`src/rtl/assoc_pkg.sv`:
```
// rtl/assoc_pkg.sv - shared encodings, FSM state type and default widths for the associative command issuer
//
// Contents:
//   KEY_WIDTH_DEF / DATA_WIDTH_DEF / CTRL_WIDTH_DEF : default buffer interface widths
//   CTRL_NONE / CTRL_CLR / CTRL_LOAD / CTRL_INCR    : buffer ctrl codes
//   issuer_state_e                                  : issuer FSM states

package assoc_pkg;

    localparam int KEY_WIDTH_DEF  = 5;
    localparam int DATA_WIDTH_DEF = 8;
    localparam int CTRL_WIDTH_DEF = 2;

    localparam int CTRL_NONE = 0;
    localparam int CTRL_CLR  = 1;
    localparam int CTRL_LOAD = 2;
    localparam int CTRL_INCR = 3;

    typedef enum logic [1:0] {
        ST_IDLE  = 2'd0,
        ST_ISSUE = 2'd1,
        ST_WAIT  = 2'd2,
        ST_RESP  = 2'd3
    } issuer_state_e;

endpackage

```
`src/rtl/assoc_cmd_fifo.sv`:
```
// rtl/assoc_cmd_fifo.sv - parameterised synchronous command FIFO
//
// Ports:
//   clk    in   clock, rising edge
//   rst    in   asynchronous active-low reset, empties the FIFO
//   push   in   write request; ignored while full (even if popping the same cycle)
//   wdata  in   WIDTH  entry to write
//   pop    in   read request; ignored while empty
//   rdata  out  WIDTH  head entry (valid while !empty)
//   full   out  DEPTH entries held
//   empty  out  no entries held
//   count  out  $clog2(DEPTH)+1  entries held

module assoc_cmd_fifo #(
    parameter int WIDTH = 15,
    parameter int DEPTH = 4
) (
    input  logic                     clk,
    input  logic                     rst,
    input  logic                     push,
    input  logic [WIDTH-1:0]         wdata,
    input  logic                     pop,
    output logic [WIDTH-1:0]         rdata,
    output logic                     full,
    output logic                     empty,
    output logic [$clog2(DEPTH):0]   count
);

    localparam int AW = $clog2(DEPTH);

    logic [WIDTH-1:0] mem_q [DEPTH];
    logic [AW-1:0]    wr_ptr_q;
    logic [AW-1:0]    rd_ptr_q;
    logic [AW:0]      count_q;
    logic [AW:0]      count_d;
    logic             push_ok;
    logic             pop_ok;

    assign full    = (count_q == (AW+1)'(DEPTH));
    assign empty   = (count_q == '0);
    assign count   = count_q;
    assign rdata   = mem_q[rd_ptr_q];
    assign push_ok = push && !full;
    assign pop_ok  = pop && !empty;

    always_comb begin
        count_d = count_q;
        case ({push_ok, pop_ok})
            2'b10:   count_d = count_q + 1'b1;
            2'b01:   count_d = count_q - 1'b1;
            default: count_d = count_q;
        endcase
    end

    // Storage carries no reset; only the pointers and count define validity.
    always_ff @(posedge clk) begin
        if (push_ok) begin
            mem_q[wr_ptr_q] <= wdata;
        end
    end

    // DEPTH is a power of two, so the pointers wrap by natural overflow.
    always_ff @(posedge clk or negedge rst) begin
        if (!rst) begin
            wr_ptr_q <= '0;
            rd_ptr_q <= '0;
            count_q  <= '0;
        end else begin
            if (push_ok) begin
                wr_ptr_q <= wr_ptr_q + 1'b1;
            end
            if (pop_ok) begin
                rd_ptr_q <= rd_ptr_q + 1'b1;
            end
            count_q <= count_d;
        end
    end

endmodule

```
`src/rtl/assoc_cmd_issuer.sv`:
```
// rtl/assoc_cmd_issuer.sv - queues host commands and issues them one at a time to the associative buffer
//
// Optional feature macro: ASSOC_CMD_ISSUER_STATS_EN (hit/miss counters with synchronous clear)
//
// Ports:
//   clk         in   clock, rising edge
//   rst         in   asynchronous active-low reset; drops in-flight and queued commands
//   cmd_valid   in   host command present
//   cmd_ready   out  command FIFO not full
//   cmd_ctrl    in   CTRL_WIDTH  0=NONE 1=CLR 2=LOAD 3=INCR
//   cmd_key     in   KEY_WIDTH   command key
//   cmd_data    in   DATA_WIDTH  command data
//   buf_ctrl    out  CTRL_WIDTH  registered, non-NONE for exactly one cycle per command
//   buf_key     out  KEY_WIDTH   registered, held after issue
//   buf_data    out  DATA_WIDTH  registered, held after issue
//   buf_result  in   DATA_WIDTH  buffer data_output
//   buf_hit     in   buffer valid
//   rsp_valid   out  response available
//   rsp_ready   in   host accepts the response
//   rsp_data    out  DATA_WIDTH  captured buf_result
//   rsp_hit     out  captured buf_hit
//   stats_clr   in   (stats only) synchronous clear of both counters
//   hit_count   out  (stats only) 16-bit saturating hit counter
//   miss_count  out  (stats only) 16-bit saturating miss counter

module assoc_cmd_issuer
    import assoc_pkg::*;
#(
    parameter int KEY_WIDTH  = KEY_WIDTH_DEF,
    parameter int DATA_WIDTH = DATA_WIDTH_DEF,
    parameter int CTRL_WIDTH = CTRL_WIDTH_DEF,
    parameter int FIFO_DEPTH = 4
) (
    input  logic                  clk,
    input  logic                  rst,
    input  logic                  cmd_valid,
    output logic                  cmd_ready,
    input  logic [CTRL_WIDTH-1:0] cmd_ctrl,
    input  logic [KEY_WIDTH-1:0]  cmd_key,
    input  logic [DATA_WIDTH-1:0] cmd_data,
    output logic [CTRL_WIDTH-1:0] buf_ctrl,
    output logic [KEY_WIDTH-1:0]  buf_key,
    output logic [DATA_WIDTH-1:0] buf_data,
    input  logic [DATA_WIDTH-1:0] buf_result,
    input  logic                  buf_hit,
    output logic                  rsp_valid,
    input  logic                  rsp_ready,
    output logic [DATA_WIDTH-1:0] rsp_data,
    output logic                  rsp_hit
`ifdef ASSOC_CMD_ISSUER_STATS_EN
    ,
    input  logic                  stats_clr,
    output logic [15:0]           hit_count,
    output logic [15:0]           miss_count
`endif
);

    localparam int ENTRY_W = CTRL_WIDTH + KEY_WIDTH + DATA_WIDTH;
    localparam int CNT_W   = $clog2(FIFO_DEPTH) + 1;

    issuer_state_e         state_q;
    logic [CTRL_WIDTH-1:0] buf_ctrl_q;
    logic [KEY_WIDTH-1:0]  buf_key_q;
    logic [DATA_WIDTH-1:0] buf_data_q;
    logic                  rsp_valid_q;
    logic [DATA_WIDTH-1:0] rsp_data_q;
    logic                  rsp_hit_q;

    logic                  fifo_push;
    logic                  fifo_pop;
    logic                  fifo_full;
    logic                  fifo_empty;
    logic [ENTRY_W-1:0]    fifo_wdata;
    logic [ENTRY_W-1:0]    fifo_rdata;
    // Queue level is exposed by the FIFO for observability; the issuer only needs full/empty.
    logic [CNT_W-1:0]      unused_fifo_count;

    logic [CTRL_WIDTH-1:0] head_ctrl;
    logic [KEY_WIDTH-1:0]  head_key;
    logic [DATA_WIDTH-1:0] head_data;

    assign cmd_ready  = !fifo_full;
    assign fifo_push  = cmd_valid && cmd_ready;
    assign fifo_wdata = {cmd_ctrl, cmd_key, cmd_data};
    // Only IDLE consumes from the queue, which is what keeps one command in flight.
    assign fifo_pop   = (state_q == ST_IDLE) && !fifo_empty;
    assign {head_ctrl, head_key, head_data} = fifo_rdata;

    assoc_cmd_fifo #(
        .WIDTH (ENTRY_W),
        .DEPTH (FIFO_DEPTH)
    ) u_fifo (
        .clk   (clk),
        .rst   (rst),
        .push  (fifo_push),
        .wdata (fifo_wdata),
        .pop   (fifo_pop),
        .rdata (fifo_rdata),
        .full  (fifo_full),
        .empty (fifo_empty),
        .count (unused_fifo_count)
    );

    always_ff @(posedge clk or negedge rst) begin
        if (!rst) begin
            state_q     <= ST_IDLE;
            buf_ctrl_q  <= CTRL_WIDTH'(CTRL_NONE);
            buf_key_q   <= '0;
            buf_data_q  <= '0;
            rsp_valid_q <= 1'b0;
            rsp_data_q  <= '0;
            rsp_hit_q   <= 1'b0;
        end else begin
            case (state_q)
                ST_IDLE: begin
                    if (!fifo_empty) begin
                        buf_ctrl_q <= head_ctrl;
                        buf_key_q  <= head_key;
                        buf_data_q <= head_data;
                        state_q    <= ST_ISSUE;
                    end else begin
                        buf_ctrl_q <= CTRL_WIDTH'(CTRL_NONE);
                    end
                end
                ST_ISSUE: begin
                    // Key/data stay put so the buffer keeps addressing the same entry.
                    buf_ctrl_q <= CTRL_WIDTH'(CTRL_NONE);
                    state_q    <= ST_WAIT;
                end
                ST_WAIT: begin
                    rsp_data_q  <= buf_result;
                    rsp_hit_q   <= buf_hit;
                    rsp_valid_q <= 1'b1;
                    state_q     <= ST_RESP;
                end
                ST_RESP: begin
                    if (rsp_ready) begin
                        rsp_valid_q <= 1'b0;
                        state_q     <= ST_IDLE;
                    end
                end
                default: begin
                    state_q <= ST_IDLE;
                end
            endcase
        end
    end

    assign buf_ctrl  = buf_ctrl_q;
    assign buf_key   = buf_key_q;
    assign buf_data  = buf_data_q;
    assign rsp_valid = rsp_valid_q;
    assign rsp_data  = rsp_data_q;
    assign rsp_hit   = rsp_hit_q;

`ifdef ASSOC_CMD_ISSUER_STATS_EN
    logic [15:0] hit_count_q;
    logic [15:0] miss_count_q;
    logic        capture;

    assign capture = (state_q == ST_WAIT);

    // Clear wins over a same-cycle capture; counters stick at all-ones.
    always_ff @(posedge clk or negedge rst) begin
        if (!rst) begin
            hit_count_q  <= '0;
            miss_count_q <= '0;
        end else if (stats_clr) begin
            hit_count_q  <= '0;
            miss_count_q <= '0;
        end else if (capture) begin
            if (buf_hit) begin
                if (hit_count_q != 16'hFFFF) begin
                    hit_count_q <= hit_count_q + 16'd1;
                end
            end else begin
                if (miss_count_q != 16'hFFFF) begin
                    miss_count_q <= miss_count_q + 16'd1;
                end
            end
        end
    end

    assign hit_count  = hit_count_q;
    assign miss_count = miss_count_q;
`endif

endmodule

```
`config.mk`:
```
export PLATFORM = sky130hd
export DESIGN_NAME = assoc_cmd_issuer
export DESIGN_NICKNAME = d
export VERILOG_FILES = /design/src/rtl/assoc_pkg.sv /design/src/rtl/assoc_cmd_fifo.sv /design/src/rtl/assoc_cmd_issuer.sv
export SDC_FILE = /design/constraint.sdc
export NUM_CORES = 1
export LEC_CHECK = 0
export CORE_ASPECT_RATIO = 1.25
export CORE_MARGIN = 2
export CORE_UTILIZATION = 53
export CTS_CLUSTER_SIZE = 12
export DETAILED_ROUTE_END_ITERATION = 10
export GPL_TIMING_DRIVEN = 0
export PLACE_DENSITY = 0.78
export SETUP_SLACK_MARGIN = 0.15
export SLEW_MARGIN = 20
export SYNTH_ARGS = -nofsm -noshare
export SYNTH_HDL_FRONTEND = slang
export SYNTH_SLANG_ARGS = --single-unit
```
`constraint.sdc`:
```
create_clock -name clk -period 2.5 [get_ports clk]
set_input_delay 0.25 -clock clk [delete_from_list [all_inputs] [get_ports clk]]
set_output_delay 0.25 -clock clk [all_outputs]
set_load 0.02 [all_outputs]
```
After elaboration in Yosys (flattened, before gate mapping)
Memory sizes are Yosys's and may differ from the RTL's.
Cells that the tools add are included.
- memory bits (writable): 60
- flip-flop bits (word level): 34
- word-level logic and storage cells: 48
- output and inout port bits: 26
- memories kept: 1
- add/subtract/negate cells: 4
- multiplexer cells: 10
- reductions and logical operators: 14
- eq/ne operators: 8
- bitwise gates (word level): 1
- memory list (memory ; words ; width ; read ports ; clocked after memory_dff ; wr ports ; RTL line ; RTL):
    u_fifo.mem_q ; 4 ; 15 ; 1 ; 0 ; 1 ; assoc_cmd_fifo.sv:31 ; logic [WIDTH-1:0] mem_q [DEPTH];
- operators by type and width (operator ; number):
    $pmux 2 s4 ; 1
    $eq 2x2->1 const B ; 3
    $mux 2 ; 3
    $pmux 3 s2 ; 1
    $reduce_and 2->1 ; 3
    $reduce_bool 2->1 ; 3
    $add 2x1->2 const B ; 2
    $eq 2x1->1 const B ; 2
    $logic_and 1x1->1 ; 4
    $ne 2x2->1 const B ; 2
    $pmux 2 s2 ; 1
    $add 3x1->3 const B ; 1
    $eq 3x3->1 const B ; 1
    $logic_not 3->1 ; 1
    $mux 1 ; 3
    $sub 3x1->3 const B ; 1
    $logic_not 1->1 ; 2
    $logic_not 2->1 ; 1
    $pmux 1 s2 ; 1
    $not 1->1 ; 1

Depth between registers and ports, before layout
Gate-level depths: netlist of run 1.
- word-level depth: 6
- depth in mapped cells: 10
- mapped depth without buffers: 9

Hierarchy
Synthesis of run 1 repeated with hierarchy kept, for this count alone.
- cells, all modules: 191
- area total of the unflattened synthesis: 3796.1 µm²
- by module, submodules not included (module ; area an instance (µm²) ; instances ; seq. area each (µm²) ; cells each):
    assoc_cmd_fifo ; 2632.5 ; 1 ; 1976.9 ; 116
    assoc_cmd_issuer ; 1163.6 ; 1 ; 675.6 ; 75

Least setup slack after synthesis of run 1
Ideal clock, no wire load.
- path type: reg2reg
- from: reg state_q[0]
- to: reg u_fifo.count_q[1], in the netlist u_fifo.count[1]
- data required time: 2.375 ns
- cell stages (with the launch flop): 9
- setup slack: 0.239 ns
- library setup time: 0.125 ns
- arrival: 2.136 ns
- cells stage by stage: dfrtp_1 inv_1 ha_1 o31ai_4 inv_1 clkbuf_1 ha_1 fa_1 mux2_2
- longest elaborated chain between the ends: 5
- elaborated cells between the ends (all ways): 7
- ends and longest elaborated chain (item ; RTL line ; RTL):
    from (decl) ; assoc_cmd_issuer.sv:61 ; issuer_state_e state_q;
    from (signal assigned) ; assoc_cmd_issuer.sv:106 ; state_q <= ST_IDLE;
    from (signal assigned) ; assoc_cmd_issuer.sv:120 ; state_q <= ST_ISSUE;
    from (signal assigned) ; assoc_cmd_issuer.sv:128 ; state_q <= ST_WAIT;
    $logic_not 2->1 * ; assoc_cmd_issuer.sv:86 ; assign fifo_pop = (state_q == ST_IDLE) && !fifo_empty;
    $logic_and 1x1->1 * ; assoc_cmd_issuer.sv:86 ;
    named net fifo_pop ; assoc_cmd_issuer.sv:70 ; logic fifo_pop;
    $logic_and 1x1->1 * ; assoc_cmd_fifo.sv:44 ; assign pop_ok = pop && !empty;
    $eq 2x1->1 / $eq 2x2->1 (equally long branches) ; assoc_cmd_fifo.sv:48 ; case ({push_ok, pop_ok})
    $pmux 3 s2 * ; assoc_cmd_fifo.sv:48 ;
    named net u_fifo.count_d[1] ; assoc_cmd_fifo.sv:35 ; logic [AW:0] count_d;
    to (signal assigned) ; assoc_cmd_fifo.sv:75 ; count_q <= count_d;
    to (decl) ; assoc_cmd_fifo.sv:34 ; logic [AW:0] count_q;
The timed path passes the listed nets; every way through them passes the cells marked *.
A chain may end at the register's enable or synchronous reset.

Worst setup path in the final report of run 1
- from: reg state_q[0]
- to: reg u_fifo.count_q[2], in the netlist u_fifo.count[2]
- longest elaborated chain between the ends: 5
- elaborated cells between the ends (all ways): 7
- ends and longest elaborated chain (item ; RTL line):
    $logic_not 2->1 * ; assoc_cmd_issuer.sv:86
    $logic_and 1x1->1 * ; assoc_cmd_issuer.sv:86
    named net fifo_pop ; assoc_cmd_issuer.sv:70
    $logic_and 1x1->1 * ; assoc_cmd_fifo.sv:44
    $eq 2x1->1 / $eq 2x2->1 (equally long branches) ; assoc_cmd_fifo.sv:48
    $pmux 3 s2 / $reduce_bool 2->1 (equally long branches) ; -
Marked as above.

==> qor.txt, run 1 <==
Status = finished clean
Area share of the largest cell type after synthesis = 49.0%
Worst-path cell chain = inv_1, ha_2, o31ai_4, inv_2, clkbuf_8, ha_1, fa_1, xnor2_1, nor2_1, xor2_1
Avg Vias per Cell = 5.21
Top cells by area in the synthesized netlist = edfxtp_1, dfrtp_1, mux4_2, nand2_1, ha_1
TritonCTS clock tree = built
Startpoint of the worst-slack reg-to-reg timing path = state_q[0]
Final setup fails = 0
Post-synthesis async set-or-reset flop share = 36.2%
Number of maximum-capacitance constraint violations = 0
Most common cell after layout, fill and taps aside = edfxtp_1
WL per Instance = 16.9 um
Overflow left after global routing = 0
Port buffer count = 53
Maximum single-stage delay on the critical path = 400 ps
Number of standard-cell rows in the floorplan = 33
Final ANT Viol Nets = 0
Root buffer selected by CTS = clkbuf_8
Number of max-slew violations in the final report = 0
Highest attainable clock frequency = 448 MHz
Warnings, synthesis = 0
Cell area after layout = 4580 um^2
Cell type contributing the most total cell area after synthesis = edfxtp_1
Cell count of the worst reg-to-reg path = 10
Number of enable-type register cells in the synthesized netlist = 60
Final period utilization = 89.3%
Worst setup startpoint = state_q[0]
1st-iter DRT viols = 88
Antenna violations before repair = 0
Final hold vios = 0
Crit path to = u_fifo.count[2]
Clk slew on worst S/H paths = 90 ps
Synthesized instance count = 211
Number of buffers and inverters on the critical path = 3
Chip Height = 97.1 um
Core occupancy in the finished layout = 68.8%
Cell area after synthesis = 3680 um^2
Final weighted congestion of routability-driven global placement = 0.782
Final critical-path setup slack = 267 ps
Tot GR Track Use = 17.9%
Power per standard cell area = 1240 nW/um^2
Antenna diodes = 0
IO Pins = 54
HPWL after DPL = 3.96 mm
Hold crit path type = input pin to asynchronous set/reset pin
Pin count of the biggest net entering global routing = 30
Core area = 6650 um^2
Lkg Pwr = 1.77 nW
Overall die area = 7620 um^2
Share of the yosys chip area belonging to registers = 72.2%
Critical Path RT = 2730 ps
Level count of the clock H-tree = 3
Final #Nets = 317
Reg-to-reg critical path endpoint = u_fifo.count[2]
Largest clock skew in the final design = 7.95 ps
Number of buffers on the longest clock path = 2
Flop-to-flop setup slack = 270 ps
Worst rel slew slack = 63.4%
Global-route wire length before repair = 9.96 mm
Total Wirelength = 6.25 mm
Largest delay contributor family on the critical path = adder cells
Arrival time at the worst endpoint = 2470 ps
Via count of the first global-routing pass = 2,065
Residual DRC = 0
Critical setup path kind = flip-flop to flip-flop
Area delta synth->final = 24.5%
RSZ-0062 raised after global routing = no
Number of different library cells in the post-synthesis netlist = 25
Fraction of final layout cells with drive strength greater than 1 = 20.1%
Kind of end point of the critical path = flip-flop
Critical path's slowest cell = dfrtp_1
Avg Inst Size Synth = 17.4 um^2
Worst voltage drop across the vdd grid = 0.000783 V
Worst skew pair latency = 350 ps
Number of logic stages on the critical path including buffering = 10
Slew at the pin closest to its max-slew limit = 549 ps
Effective utilization at floorplan = 55.3%
Total via count after detailed routing = 1,929
Most used flip-flop cell after synthesis = edfxtp_1
Flip-flop and latch count after synthesis = 94
Setup WS pre-CTS = -229 ps
Drt pass-1 iters = 4
Number of buffers inserted during clock tree synthesis = 9
Category of the worst setup path launch point = flip-flop
Number of nets in the synthesized netlist = 250
CTS Sinks = 94
Horizontal extent of the die = 78.5 um
Cell area after placement = 4330 um^2
Min Clock Period, post-route = 2230 ps
Top library cells by usage in the layout, fill and taps aside = edfxtp_1, clkdlybuf4s50_1, nand2_1
Critical path peak fanout = 10
## logic make-up (layout without fill, tap and decap cells)
family	Yosys count	after routing	synth area share, %
XOR/XNOR	6	6	1.43
adder cells (fa/ha/maj)	11	11	3.95
AO/OA/AOI/OAI	5	5	1.36
flip-flops	94	94	72.2
buffers and inverters	14	86	1.60
multiplexers	28	28	13.2
AND/OR/NAND/NOR	53	53	6.26
## Yosys cell counts, types with 2 or more instances
library cell and n:
clkbuf_1 4, buf_2 2, nand2_1 40, ha_1 10, mux2_2 11, dfrtp_1 34, xnor2_1 5, a22o_1 2
and3_2 4, edfxtp_1 60, mux4_2 15, inv_1 7, nor2_1 5
## per-stage QoR
step | power [W] | TNS [ps] | std cells | hold slack, ps
2_1_floorplan | 0.00382 | 0 | 211 | -45.6
3_3_place_gp | 0.00454 | -338 | 351 | 461
3_5_place_dp | 0.00463 | -426 | 352 | 89.7
4_1_cts | 0.00575 | 0 | 370 | 245
5_1_grt | 0.00603 | 0 | 370 | 252
6_report | 0.00567 | 0 | 370 | 258
## area by class of cell
type	instances	area [um^2]
Tap cell	87	109
Timing Repair Buffer	56	563
Buffer	7	42.5
Inverter	7	26.3
Sequential cell	94	2650
Clock buffer	11	131
Multi-Input combinational cell	103	967
Clock inverter	5	83.8
Fill cell	452	2070
## metal layers
layer / up-vias / GRT usage [%] / part of all wire [%] / wire length (um)
met5: - / 0 / 0 / 0
met4: 0 / 8.91 / 2.4 / 151
met2: 59 / 30.5 / 52 / 3260
met1: 956 / 20.8 / 40 / 2490
li1: 901 / - / - / -
met3: 13 / 4.74 / 5.7 / 356
## where the power goes
| part | total (W) | switching, W | internal [W] |
|---|---|---|---|
| logic | 0.00221 | 0.00112 | 0.00110 |
| clock network | 0.00107 | 0.000501 | 0.000568 |
| registers | 0.00239 | 0.000233 | 0.00216 |
## registers in the layout, indices dropped and copies added, names as in the netlist
signal / count
u_fifo.mem_q: 60
buf_data: 8
rsp_data: 8
buf_key: 5
u_fifo.count: 3
buf_ctrl: 2
state_q: 2
u_fifo.rd_ptr_q: 2
u_fifo.wr_ptr_q: 2
rsp_hit: 1
rsp_valid: 1
## worst min path at each step
stage | from | to | cells past startpoint
finish | rst | rsp_data[0] | 2
global placement | buf_data[7] | buf_data[7] | 2
CTS | rst | rsp_data[3] | 2
detailed placement | rst | rsp_data[0] | 1
global route | rst | rsp_data[0] | 2
floorplan | rst | buf_ctrl[0] | 0
## repair_timing
item,CTS,global route
hold buffers,1,0
resized for setup,4,1
setup endpoints to repair,2,2
buffers inserted,1,0
endpoints found under the hold margin,34,0
pin swaps,1,0
Note: power is estimated with default switching activity, not from simulation.
==> run 2, diff against run 1 <==
--- a/config.mk
+++ b/config.mk
@@ -13,6 +13,7 @@
 export GPL_TIMING_DRIVEN = 0
 export PLACE_DENSITY = 0.78
 export SETUP_SLACK_MARGIN = 0.15
+export SKIP_LAST_GASP = 1
 export SLEW_MARGIN = 20
 export SYNTH_ARGS = -nofsm -noshare
 export SYNTH_HDL_FRONTEND = slang
==> results of run 2 <==
No change in the layout: final DEF, timing and power equal those of run 1.
==> run 3, diff against run 2 <==
--- a/config.mk
+++ b/config.mk
@@ -7,11 +7,11 @@
 export LEC_CHECK = 0
 export CORE_ASPECT_RATIO = 1.25
 export CORE_MARGIN = 2
-export CORE_UTILIZATION = 53
+export CORE_UTILIZATION = 25
 export CTS_CLUSTER_SIZE = 12
 export DETAILED_ROUTE_END_ITERATION = 10
 export GPL_TIMING_DRIVEN = 0
-export PLACE_DENSITY = 0.78
+export PLACE_DENSITY_LB_ADDON = 0.05
 export SETUP_SLACK_MARGIN = 0.15
 export SKIP_LAST_GASP = 1
 export SLEW_MARGIN = 20
==> qor.txt, run 3 (synthesized netlist as in run 1, its figures left out) <==
Core area = 14,400 um^2 (+120%)
Status = finished clean
Arrival time at the worst endpoint = 2420 ps (-50 ps)
Met3 GRT Util = 2.74% (-2.0 points)
Cell count of the worst reg-to-reg path = 10 (unchanged)
Reg-to-reg critical path endpoint = u_fifo.count[2]
Total Wirelength = 7.85 mm (+26%)
Kind of end point of the critical path = flip-flop
Tot GR Track Use = 11.0% (-7.0 points)
Number of fill cells = 1,418 (+210%)
Port buffer count = 53 (unchanged)
Overflow left after global routing = 0 (unchanged)
Setup WS pre-CTS = -333 ps (-104 ps)
Overall die area = 15,700 um^2 (+110%)
Chip Height = 140 um (+44%)
Fraction of final layout cells with drive strength greater than 1 = 20.2% (+0.068 points)
HPWL after DPL = 5.03 mm (+27%)
1st-iter DRT viols = 62 (-30%)
Worst setup startpoint = state_q[1]
Final weighted congestion of routability-driven global placement = 0.653 (-16%)
Min Clock Period, post-route = 2200 ps (-28.7 ps)
TritonCTS clock tree = built
Pin count of the biggest net entering global routing = 25 (-17%)
Via count of the first global-routing pass = 2,197 (+6.4%)
Largest clock skew in the final design = 10.5 ps (+2.55 ps)
Final setup fails = 0 (unchanged)
Final critical-path setup slack = 296 ps (+28.7 ps)
Horizontal extent of the die = 112 um (+43%)
Hold crit path type = input pin to asynchronous set/reset pin
Met2 global-route usage = 18.9% (-12 points)
Most Crowded Layer GR = met2
Final ANT Viol Nets = 0 (unchanged)
Category of the worst setup path launch point = flip-flop
Critical Path RT = 2720 ps (about the same)
Residual DRC = 0 (unchanged)
Level count of the clock H-tree = 3 (unchanged)
Largest register FFs = 60 (unchanged)
Largest reg by FF count = u_fifo.mem_q
Number of maximum-capacitance constraint violations = 0 (unchanged)
Final period utilization = 88.2% (-1.1 points)
Placed instance count = 443 (+26%)
Number of buffers on the longest clock path = 2 (unchanged)
Number of max-slew violations in the final report = 0 (unchanged)
CTS Sinks = 94 (unchanged)
Avg Vias per Cell = 4.20 (-19%)
Worst skew pair latency = 340 ps (about the same)
Antenna diodes = 0 (unchanged)
Drt pass-1 iters = 4 (unchanged)
Critical setup path kind = flip-flop to flip-flop
Crit path to = u_fifo.count[2]
Number of buffers inserted during clock tree synthesis = 9 (unchanged)
Met1 track demand over resource in global routing = 13.2% (-7.6 points)
Effective utilization at floorplan = 25.5% (-30 points)
Critical path peak fanout = 10 (unchanged)
Antenna violations before repair = 0 (unchanged)
Final #Nets = 321 (+1.3%)
Slew at the pin closest to its max-slew limit = 658 ps (+110 ps)
Total via count after detailed routing = 1,954 (+1.3%)
Startpoint of the worst-slack reg-to-reg timing path = state_q[1]
Flop-to-flop setup slack = 300 ps (+30 ps)
IO Pins = 54 (unchanged)
Clk slew on worst S/H paths = 70 ps (-20 ps)
WL per Instance = 16.9 um (about the same)
Power per standard cell area = 1260 nW/um^2 (+1.7%)
Global-route wire length before repair = 12.8 mm (+28%)
Final cell count without fillers = 465 (+26%)
Root buffer selected by CTS = clkbuf_16
Worst voltage drop across the vdd grid = 0.000424 V (-46%)
RSZ-0062 raised after global routing = no
Top library cells by usage in the layout, fill and taps aside = edfxtp_1, clkdlybuf4s50_1, nand2_1
Number of standard-cell rows in the floorplan = 49 (+48%)
Most common cell after layout, fill and taps aside = edfxtp_1
Lkg Pwr = 1.82 nW (+3.2%)
Worst rel slew slack = 56.1% (-7.3 points)
Area delta synth->final = 30.2%
Highest attainable clock frequency = 454 MHz (+1.3%)
Final hold vios = 0 (unchanged)
## run 3: layout make-up
type / count / area [um^2] / share of cell area, %
Buffer: 7 / 42.5 / 0.889
Clock buffer: 11 / 233 / 4.86
Timing Repair Buffer: 60 / 593 / 12.4
Clock inverter: 5 / 50.0 / 1.05
Tap cell: 178 / 223 / 4.65
Sequential cell: 94 / 2650 / 55.4
Inverter: 7 / 26.3 / 0.549
Multi-Input combinational cell: 103 / 967 / 20.2
## run 3: through the flow
stage	total power [W]	instance area [um^2]	TNS, ps	utilization [%]	hold WS [ps]
after floorplan	0.00382	3680	0	-	-45.6
after global placement	0.00473	4430	-637	30.7	463
after detailed placement	0.00472	4440	-639	30.8	168
after CTS	0.00610	4750	0	33.0	338
after global routing	0.00644	4790	0	33.2	371
final	0.00604	4790	0	33.2	340
## run 3: power breakdown
part / internal, W / total [W] / switching (W) / leakage (nW)
Clock: 0.000768 / 0.00132 / 0.000555 / 0.136
Combinational: 0.00114 / 0.00234 / 0.00120 / 0.729
Sequential: 0.00216 / 0.00237 / 0.000213 / 0.958
## run 3: critical path, stage by stage (launching register included)
cell and delay, ps:
dfrtp_1 390, inv_1 100, ha_2 210, o31ai_4 90
inv_2 100, clkbuf_8 190, ha_1 240, fa_1 380
xnor2_1 170, nor2_1 70, xor2_1 130
## run 3: worst min path at each step
stage | cells past startpoint | slack [ps] | startpoint | endpoint
after global placement | 2 | 460 | buf_key[1] | buf_key[1]
after CTS | 2 | 340 | rst | rsp_data[4]
after detailed placement | 1 | 170 | rst | rsp_data[1]
final | 2 | 340 | rst | rsp_data[4]
after floorplan | 0 | -50 | rst | buf_ctrl[0]
after global routing | 2 | 370 | rst | rsp_data[4]
## run 3: what timing repair did
action | in CTS | in global routing
endpoints found under the setup margin | 3 | 2
pin swaps | 1 | 0
hold buffers | 1 | 0
endpoints found under the hold margin | 10 | 0
gates resized for setup | 4 | 1
setup buffers | 1 | 4
## run 3: per-layer routing
layer / up-vias / share of wire, %
met2: 50 / 50
li1: 911 / -
met4: 0 / 1.5
met3: 8 / 4.3
met1: 985 / 44
met5: - / 0
